==> src/rtl/id_ex_hazard_reg.sv <==
`default_nettype none
// ============================================================================
//  Module      : id_ex_hazard_reg
//  Description : ID/EX pipeline register for the 5-stage MIPS core. Captures
//                the decoder controls and operands for EX. When a load in EX
//                feeds an operand of the instruction in ID, it inserts one
//                bubble and stalls PC and IF/ID. A branch flush from MEM kills
//                the ID instruction. A saturating counter records the number
//                of hazard stalls.
//  Revision    : 1.0 - initial release
// ============================================================================
module id_ex_hazard_reg #(
    parameter int DATA_W = 32,
    parameter int CNT_W  = 16
) (
    input  logic              clk_i,
    input  logic              rst_i,
    input  logic              valid_i,
    input  logic              flush_i,
    input  logic [1:0]        ALUOp_i,
    input  logic              ALUSrc_i,
    input  logic              RegDst_i,
    input  logic              Branch_i,
    input  logic              MemRead_i,
    input  logic              MemWrite_i,
    input  logic              RegWrite_i,
    input  logic              MemToReg_i,
    input  logic [DATA_W-1:0] pc_plus4_i,
    input  logic [DATA_W-1:0] rs_data_i,
    input  logic [DATA_W-1:0] rt_data_i,
    input  logic [DATA_W-1:0] imm_i,
    input  logic [4:0]        rs_addr_i,
    input  logic [4:0]        rt_addr_i,
    input  logic [4:0]        rd_addr_i,
    input  logic [5:0]        funct_i,
    output logic [1:0]        ALUOp_o,
    output logic              ALUSrc_o,
    output logic              Branch_o,
    output logic              MemRead_o,
    output logic              MemWrite_o,
    output logic              RegWrite_o,
    output logic              MemToReg_o,
    output logic [DATA_W-1:0] pc_plus4_o,
    output logic [DATA_W-1:0] rs_data_o,
    output logic [DATA_W-1:0] rt_data_o,
    output logic [DATA_W-1:0] imm_o,
    output logic [4:0]        rs_addr_o,
    output logic [4:0]        rt_addr_o,
    output logic [4:0]        wr_addr_o,
    output logic [5:0]        funct_o,
    output logic              valid_o,
    output logic              stall_o,
    output logic [CNT_W-1:0]  stall_cnt_o
);

    localparam logic [CNT_W-1:0] c_CNT_MAX = {CNT_W{1'b1}};

    // EX-stage state
    logic [1:0]        r_alu_op;
    logic              r_alu_src;
    logic              r_branch;
    logic              r_mem_read;
    logic              r_mem_write;
    logic              r_reg_write;
    logic              r_mem_to_reg;
    logic [DATA_W-1:0] r_pc_plus4;
    logic [DATA_W-1:0] r_rs_data;
    logic [DATA_W-1:0] r_rt_data;
    logic [DATA_W-1:0] r_imm;
    logic [4:0]        r_rs_addr;
    logic [4:0]        r_rt_addr;
    logic [4:0]        r_wr_addr;
    logic [5:0]        r_funct;
    logic              r_valid;
    logic [CNT_W-1:0]  r_stall_cnt;

    logic w_rt_is_src;
    logic w_haz;
    logic w_bubble;

    // rt is a source operand only for R-type, beq and sw; addi/slti/lw write it.
    assign w_rt_is_src = ~ALUSrc_i | MemWrite_i;

    // Load in EX whose destination is read by the real instruction in ID.
    assign w_haz = r_valid & r_mem_read & valid_i & (r_rt_addr != 5'd0) &
                   ((r_rt_addr == rs_addr_i) | ((r_rt_addr == rt_addr_i) & w_rt_is_src));

    // A flushed instruction is about to die, so it must never hold the PC.
    assign stall_o  = w_haz & ~flush_i & ~rst_i;
    assign w_bubble = flush_i | w_haz | ~valid_i;

    // Pipeline register: a bubble zeroes the controls and holds the data fields.
    always_ff @(posedge clk_i) begin
        if (rst_i) begin
            r_alu_op     <= 2'b00;
            r_alu_src    <= 1'b0;
            r_branch     <= 1'b0;
            r_mem_read   <= 1'b0;
            r_mem_write  <= 1'b0;
            r_reg_write  <= 1'b0;
            r_mem_to_reg <= 1'b0;
            r_pc_plus4   <= '0;
            r_rs_data    <= '0;
            r_rt_data    <= '0;
            r_imm        <= '0;
            r_rs_addr    <= 5'd0;
            r_rt_addr    <= 5'd0;
            r_wr_addr    <= 5'd0;
            r_funct      <= 6'd0;
            r_valid      <= 1'b0;
        end else if (w_bubble) begin
            r_alu_op     <= 2'b00;
            r_alu_src    <= 1'b0;
            r_branch     <= 1'b0;
            r_mem_read   <= 1'b0;
            r_mem_write  <= 1'b0;
            r_reg_write  <= 1'b0;
            r_mem_to_reg <= 1'b0;
            r_valid      <= 1'b0;
        end else begin
            r_alu_op     <= ALUOp_i;
            r_alu_src    <= ALUSrc_i;
            r_branch     <= Branch_i;
            r_mem_read   <= MemRead_i;
            r_mem_write  <= MemWrite_i;
            r_reg_write  <= RegWrite_i;
            r_mem_to_reg <= MemToReg_i;
            r_pc_plus4   <= pc_plus4_i;
            r_rs_data    <= rs_data_i;
            r_rt_data    <= rt_data_i;
            r_imm        <= imm_i;
            r_rs_addr    <= rs_addr_i;
            r_rt_addr    <= rt_addr_i;
            r_wr_addr    <= RegDst_i ? rd_addr_i : rt_addr_i;
            r_funct      <= funct_i;
            r_valid      <= 1'b1;
        end
    end

    // Saturating count of hazard stalls.
    always_ff @(posedge clk_i) begin
        if (rst_i) begin
            r_stall_cnt <= '0;
        end else if (stall_o && (r_stall_cnt != c_CNT_MAX)) begin
            r_stall_cnt <= r_stall_cnt + CNT_W'(1);
        end
    end

    assign ALUOp_o     = r_alu_op;
    assign ALUSrc_o    = r_alu_src;
    assign Branch_o    = r_branch;
    assign MemRead_o   = r_mem_read;
    assign MemWrite_o  = r_mem_write;
    assign RegWrite_o  = r_reg_write;
    assign MemToReg_o  = r_mem_to_reg;
    assign pc_plus4_o  = r_pc_plus4;
    assign rs_data_o   = r_rs_data;
    assign rt_data_o   = r_rt_data;
    assign imm_o       = r_imm;
    assign rs_addr_o   = r_rs_addr;
    assign rt_addr_o   = r_rt_addr;
    assign wr_addr_o   = r_wr_addr;
    assign funct_o     = r_funct;
    assign valid_o     = r_valid;
    assign stall_cnt_o = r_stall_cnt;

endmodule
`default_nettype wire

==> config.mk <==
export PLATFORM = sky130hd
export DESIGN_NAME = id_ex_hazard_reg
export DESIGN_NICKNAME = d
export VERILOG_FILES = /design/src/rtl/id_ex_hazard_reg.sv
export SDC_FILE = /design/constraint.sdc
export NUM_CORES = 1
export LEC_CHECK = 0
export CELL_PAD_IN_SITES_DETAIL_PLACEMENT = 1
export CELL_PAD_IN_SITES_GLOBAL_PLACEMENT = 2
export CORE_MARGIN = 3
export CORE_UTILIZATION = 25
export CTS_BUF_LIST = sky130_fd_sc_hd__clkbuf_16
export DETAILED_ROUTE_END_ITERATION = 6
export GPL_ROUTABILITY_DRIVEN = 0
export GPL_TIMING_DRIVEN = 0
export PLACE_DENSITY_LB_ADDON = 0.1
export REMOVE_ABC_BUFFERS = 1
export SKIP_CTS_REPAIR_TIMING = 1
export SLEW_MARGIN = 20
export SYNTH_ARGS = -nofsm -noshare
export SYNTH_HDL_FRONTEND = slang
export SYNTH_SLANG_ARGS = --single-unit
==> constraint.sdc <==
create_clock -name clk_i -period 2.08 [get_ports clk_i]
set_clock_uncertainty 0.1 [all_clocks]
set_input_delay 0.416 -clock clk_i [delete_from_list [all_inputs] [get_ports clk_i]]
set_output_delay 0.416 -clock clk_i [all_outputs]
set_load 0.01 [all_outputs]
======== Yosys cells after proc, flatten, opt, wreduce, memory -nomap -nowiden ========
Cells that the tools add are included.
cells by class
  add/sub/neg operators ................... 1
  muxes and demuxes ....................... 2
  reduce and logical (&&, ||, !) cells .... 3
  eq/ne operators ......................... 3
  bitwise gates (word level) .............. 15
operators with widths
  kind                     number
  $add A16 B1 Y16 const B  1
  $ne A16 B16 Y1 const B   1
  $eq A5 B5 Y1             2
  $and A1 B1 Y1            7
  $mux W5                  1
  $reduce_bool A5 Y1       1
  $not A1 Y1               4
  $or A1 B1 Y1             4
  $reduce_or A2 Y1         1
  $logic_and A1 B1 Y1      1
  $mux W1                  1
storage, ports and cells
  output and inout port bits .............. 175
  input port bits ......................... 162
  logic and storage cells ................. 41
  register bits ........................... 174

======== Longest topological paths before layout ========
  depth after elaboration ................. 8
  mapped depth ............................ 8
  depth with buffers taken out ............ 5

======== Worst setup path after synthesis ========
OpenSTA, ideal clock, no wires.
  kind .................................... flip-flop to output port
  from .................................... reg r_rt_addr[4] (netlist: rt_addr_o[4])
  to ...................................... out stall_o
  path buffers ............................ 2
  stages on the path, launching flop included .. 6
  path slack .............................. -147 ps
  required time ........................... 1564 ps
  arrival time ............................ 1711 ps
  path through ............................ dfxtp_1 > or4_1 > o2111ai_1 > buf_2 > clkbuf_1 > nor2_1
between the ends
  word-level cells in the longest chain between the ends .. 6
  elaborated cells between the ends (all ways) .. 9
  classes of those cells .................. eq/ne: 2; bitwise: 6; reduce/logical: 1
RTL lines
  element                          RTL line  RTL
  start, declared                  71        logic [4:0] r_rt_addr;
  start signal, assigned           133       r_rt_addr <= rt_addr_i;
  $eq A5 B5 Y1                     86        ((r_rt_addr == rs_addr_i) | ((r_rt_addr == rt_addr_i) & w_rt_is_src));
  $and A1 B1 Y1                    86
  $or A1 B1 Y1                     86
  $and A1 B1 Y1 (*)                85        assign w_haz = r_valid & r_mem_read & valid_i & (r_rt_addr != 5'd0) &
  $and A1 B1 Y1 (*) (2 in series)  89        assign stall_o = w_haz & ~flush_i & ~rst_i;
  end, declared                    52        output logic stall_o,
Mark *: on every way between the ends. The rest lies on a longest branch, timed or not.

======== Worst setup path after layout ========
  from .................................... reg r_rt_addr[1] (netlist: rt_addr_o[1])
  to ...................................... out stall_o
Same word-level chain as after synthesis.

==> flow_summary.yaml <==
sta:
  slew_headroom_pct: 43.61
  min_setup_slack_post_route_ns: -0.4589
  final-max-slew-violation-count: 0
  final.period_utilization_pct: 122.1
  min_clock_period_post_route_ns: 2.539
  worst-slew-pin-transition_ns: 0.8459
  rsz0062_at_grt: "true"
  finalSetupTns_ns: -42.34
  fmax_mhz: 393.9
  report.final.setup_viol: 174
  report.final.hold_viol_count: 0
synthesis:
  yosys.cell_count.top_type: "dfxtp_1"
  synth.top_cell.area_share_pct: 33.35
  synth.yosys.warnings: 0
  synth.top_cells.by_area: "dfxtp_1 33%, mux2i_1 14%, a32oi_1 12%, nor3b_1 10%, and3_1 8.8%"
  synth_area_per_cell_sq_um: 8.942
  ys_seq_area_share_pct: 33.35
  postSynth.topFlopCell: "dfxtp_1"
  post_synth_instance_area_sq_um: 10440
  post_synth_inst_count: 1168
  flops_latches_synth: 174
  synth_area_leader_cell: "dfxtp_1"
  synth_enable_flop_cells: 0
  count_of_cell_types_in_the_netlist: 50
  async_flop_share_pct: 0
  ys_top_cells_by_count: "174 x dfxtp_1, 150 x nand2_1, 147 x and3_1"
power_and_ir_drop:
  vdd_ir_drop_max_v: 0.0005410
  intPower_uw: 6584
  p_comb_share_pct: 24.9
  p_switching_uw: 2769
  p_clk_share_pct: 34.3
  power.share.switching_pct: 29.60
  power_frac_seq_pct: 40.8
  leakage_uw: 0.006590
  powerDensity_nw_per_um2: 532.6
die:
  dieArea_sq_um: 44260
  die_w_microns: 210.4
  fp.coreArea_sq_um: 41020
  initial_utilization_pct: 25.46
  num_io_pins: 337
  die_height_microns: 210.4
  num_rows: 74
route:
  route.vias.total: 10940
  route.layer.met1.wl_mm: 22.64
  route.met3.wl_mm: 2.784
  detailroute.wirelength.met2_mm: 23.12
  drt-wirelength-per-cell_microns: 23.70
  drt_pre_antenna_iters: 5
  detail_route.iter0.violations: 542
  drt-total-wl_mm: 49.11
  dr_drc_count: 0
  vias_per_cell: 5.279
  highest-signal-layer: "met5"
  ant_nets: 0
worst_setup_path:
  startpoint_of_the_lowest_slack_register_to_register_path: "rt_addr_o[1]"
  crit_slowest_cell: "or4_4"
  cpPeakStageDelay_ns: 0.56
  endpoint_type_of_the_worst_setup_path: "output pin"
  timing.critical_path.from_type: "flip-flop"
  timing.critical_path.required_ns: 1.56
  crit_path_start: "rt_addr_o[1]"
  critical_path_class: "reg -> out"
  critical_path.max_fanout: 5
  cp_data_arrival_time_ns: 2.02
  crit_path_cell_trace: "or4_4, o2111ai_4, buf_12, nor2_1, buf_2"
worst_hold_path:
  hold_path.startpoint: "MemWrite_i"
  min-delay-path-class: "in -> reg"
cts:
  cts.htree.levels: 4
  cts_buf_count: 17
  cts_root_buffer: "clkbuf_16"
  max-clock-path-buffers: 2
  clkSinkCount: 174
  cts_tree: "done"
  clock_transition_at_path_regs_ns: 0.07
  insertion_delay_of_the_later_clocked_pin_in_the_worst_skew_pair_ns: 0.47
global_routing:
  grt_first_pass_wirelength_mm: 62.30
  grtUsageTotal_pct: 17.62
  overflow: 0
  grt_start_max_net_pins: 157
  first_global_vias: 10290
  grt_antenna_before_repair: 7
place:
  dpl_cell_area_sq_um: 14350
  dp_hpwl_mm: 26.60
  placed_cells: 1923
  port-buffer-count: 336
run_status:
  violated_checks: "negative setup slack"
  outcome: "finished with violations"
final_layout:
  design.final.nets: 1688
  layout.cell_area.non_filler_sq_um: 17560
  stdcell_count: 2072
  area_delta_synth_final_pct: 68.16
  drive_gt1_share_pct: 23.15
flow_run:
  max_cap_violations: 0
final timing paths:
kind / end / slack, ns / cells after the start
max: stall_o / -0.46 / 5
min: MemWrite_o / 0.12 / 2
max reg2reg: rs_data_o[13] / -0.33 / 8
min reg2reg: wr_addr_o[1] / 0.37 / 2
per-layer routing:
layer	track usage, %	vias up
met5	0	-
met4	4.018	10
met3	6.459	35
met2	28.03	205
met1	22.92	5498
li1	-	5191
critical path: cells and delay by family, from the launching register on:
family                 cells  cell delay, ns
AOI/OAI and AO/OA          1            0.27
buffers and inverters      2            0.32
DFF                        1            0.37
and+or+nand+nor            2            0.60
sequential cells by signal (all words and copies together) (netlist names):
name	count
rt_data_o	32
stall_cnt_o	16
imm_o	32
ALUSrc_o	1
ALUOp_o	2
wr_addr_o	5
pc_plus4_o	32
valid_o	1
rs_addr_o	5
RegWrite_o	1
MemWrite_o	1
MemToReg_o	1
funct_o	6
rt_addr_o	5
MemRead_o	1
Branch_o	1
rs_data_o	32
area by class of cell:
| cell class | count | area (sq um) |
|---|---|---|
| inverter | 8 | 37.54 |
| multi-input combinational | 852 | 7152 |
| antenna | 2 | 5.005 |
| fill | 4467 | 23460 |
| timing repair buffer | 472 | 5658 |
| tap | 532 | 665.6 |
| clock buffer | 17 | 425.4 |
| sequential | 174 | 3506 |
| clock inverter | 15 | 112.6 |
kinds of logic (layout without fill, tap and decap cells):
group                    after synthesis  count (layout)  synth area share (%)
adder cells (fa/ha/maj)                1               1                0.1198
multiplexers                         150             150                 14.45
AO/OA/AOI/OAI                        193             196                 16.02
XOR/XNOR                              10              10                0.8387
other                                  0               2                     0
buffers and inverters                145             512                 7.524
AND/OR/NAND/NOR                      495             495                 27.70
flip-flops                           174             174                 33.35
power by group through the flow:
| stage | Clock, uW | Combinational [uW] | Sequential (uW) |
|---|---|---|---|
| after floorplan | 0 | 784 | 3950 |
| after detailed placement | 0 | 2000 | 3870 |
| after global routing | 3460 | 2480 | 3850 |
| after CTS | 3350 | 2010 | 3790 |
| final | 3210 | 2320 | 3820 |
| after global placement | 0 | 2110 | 3850 |
metrics by stage:
step / hold slack (ns) / power, uW / utilization [%] / setup slack [ns]
final: 0.1190 / 9353 / 42.82 / -0.4589
after global routing: 0.1278 / 9793 / 42.82 / -0.5673
after CTS: 0.3641 / 9149 / 36.29 / -1.304
after detailed placement: 0.3547 / 5862 / 34.98 / -1.175
after global placement: 0.3455 / 5961 / 33.44 / -17.90
after floorplan: 0.3694 / 4736 / - / -5.163
cell usage in the layout, fill, tap and decap left out, drive strengths merged, types with 11 or more instances in the layout:
cell	instances
clkbuf	46
a211oi	11
a32oi	144
buf	109
dfxtp	174
inv	11
dlymetal6s2s	11
nand2	150
nor3b	144
clkdlybuf4s50	323
and3	147
mux2i	144
Power figures use the tool's default switching activity.
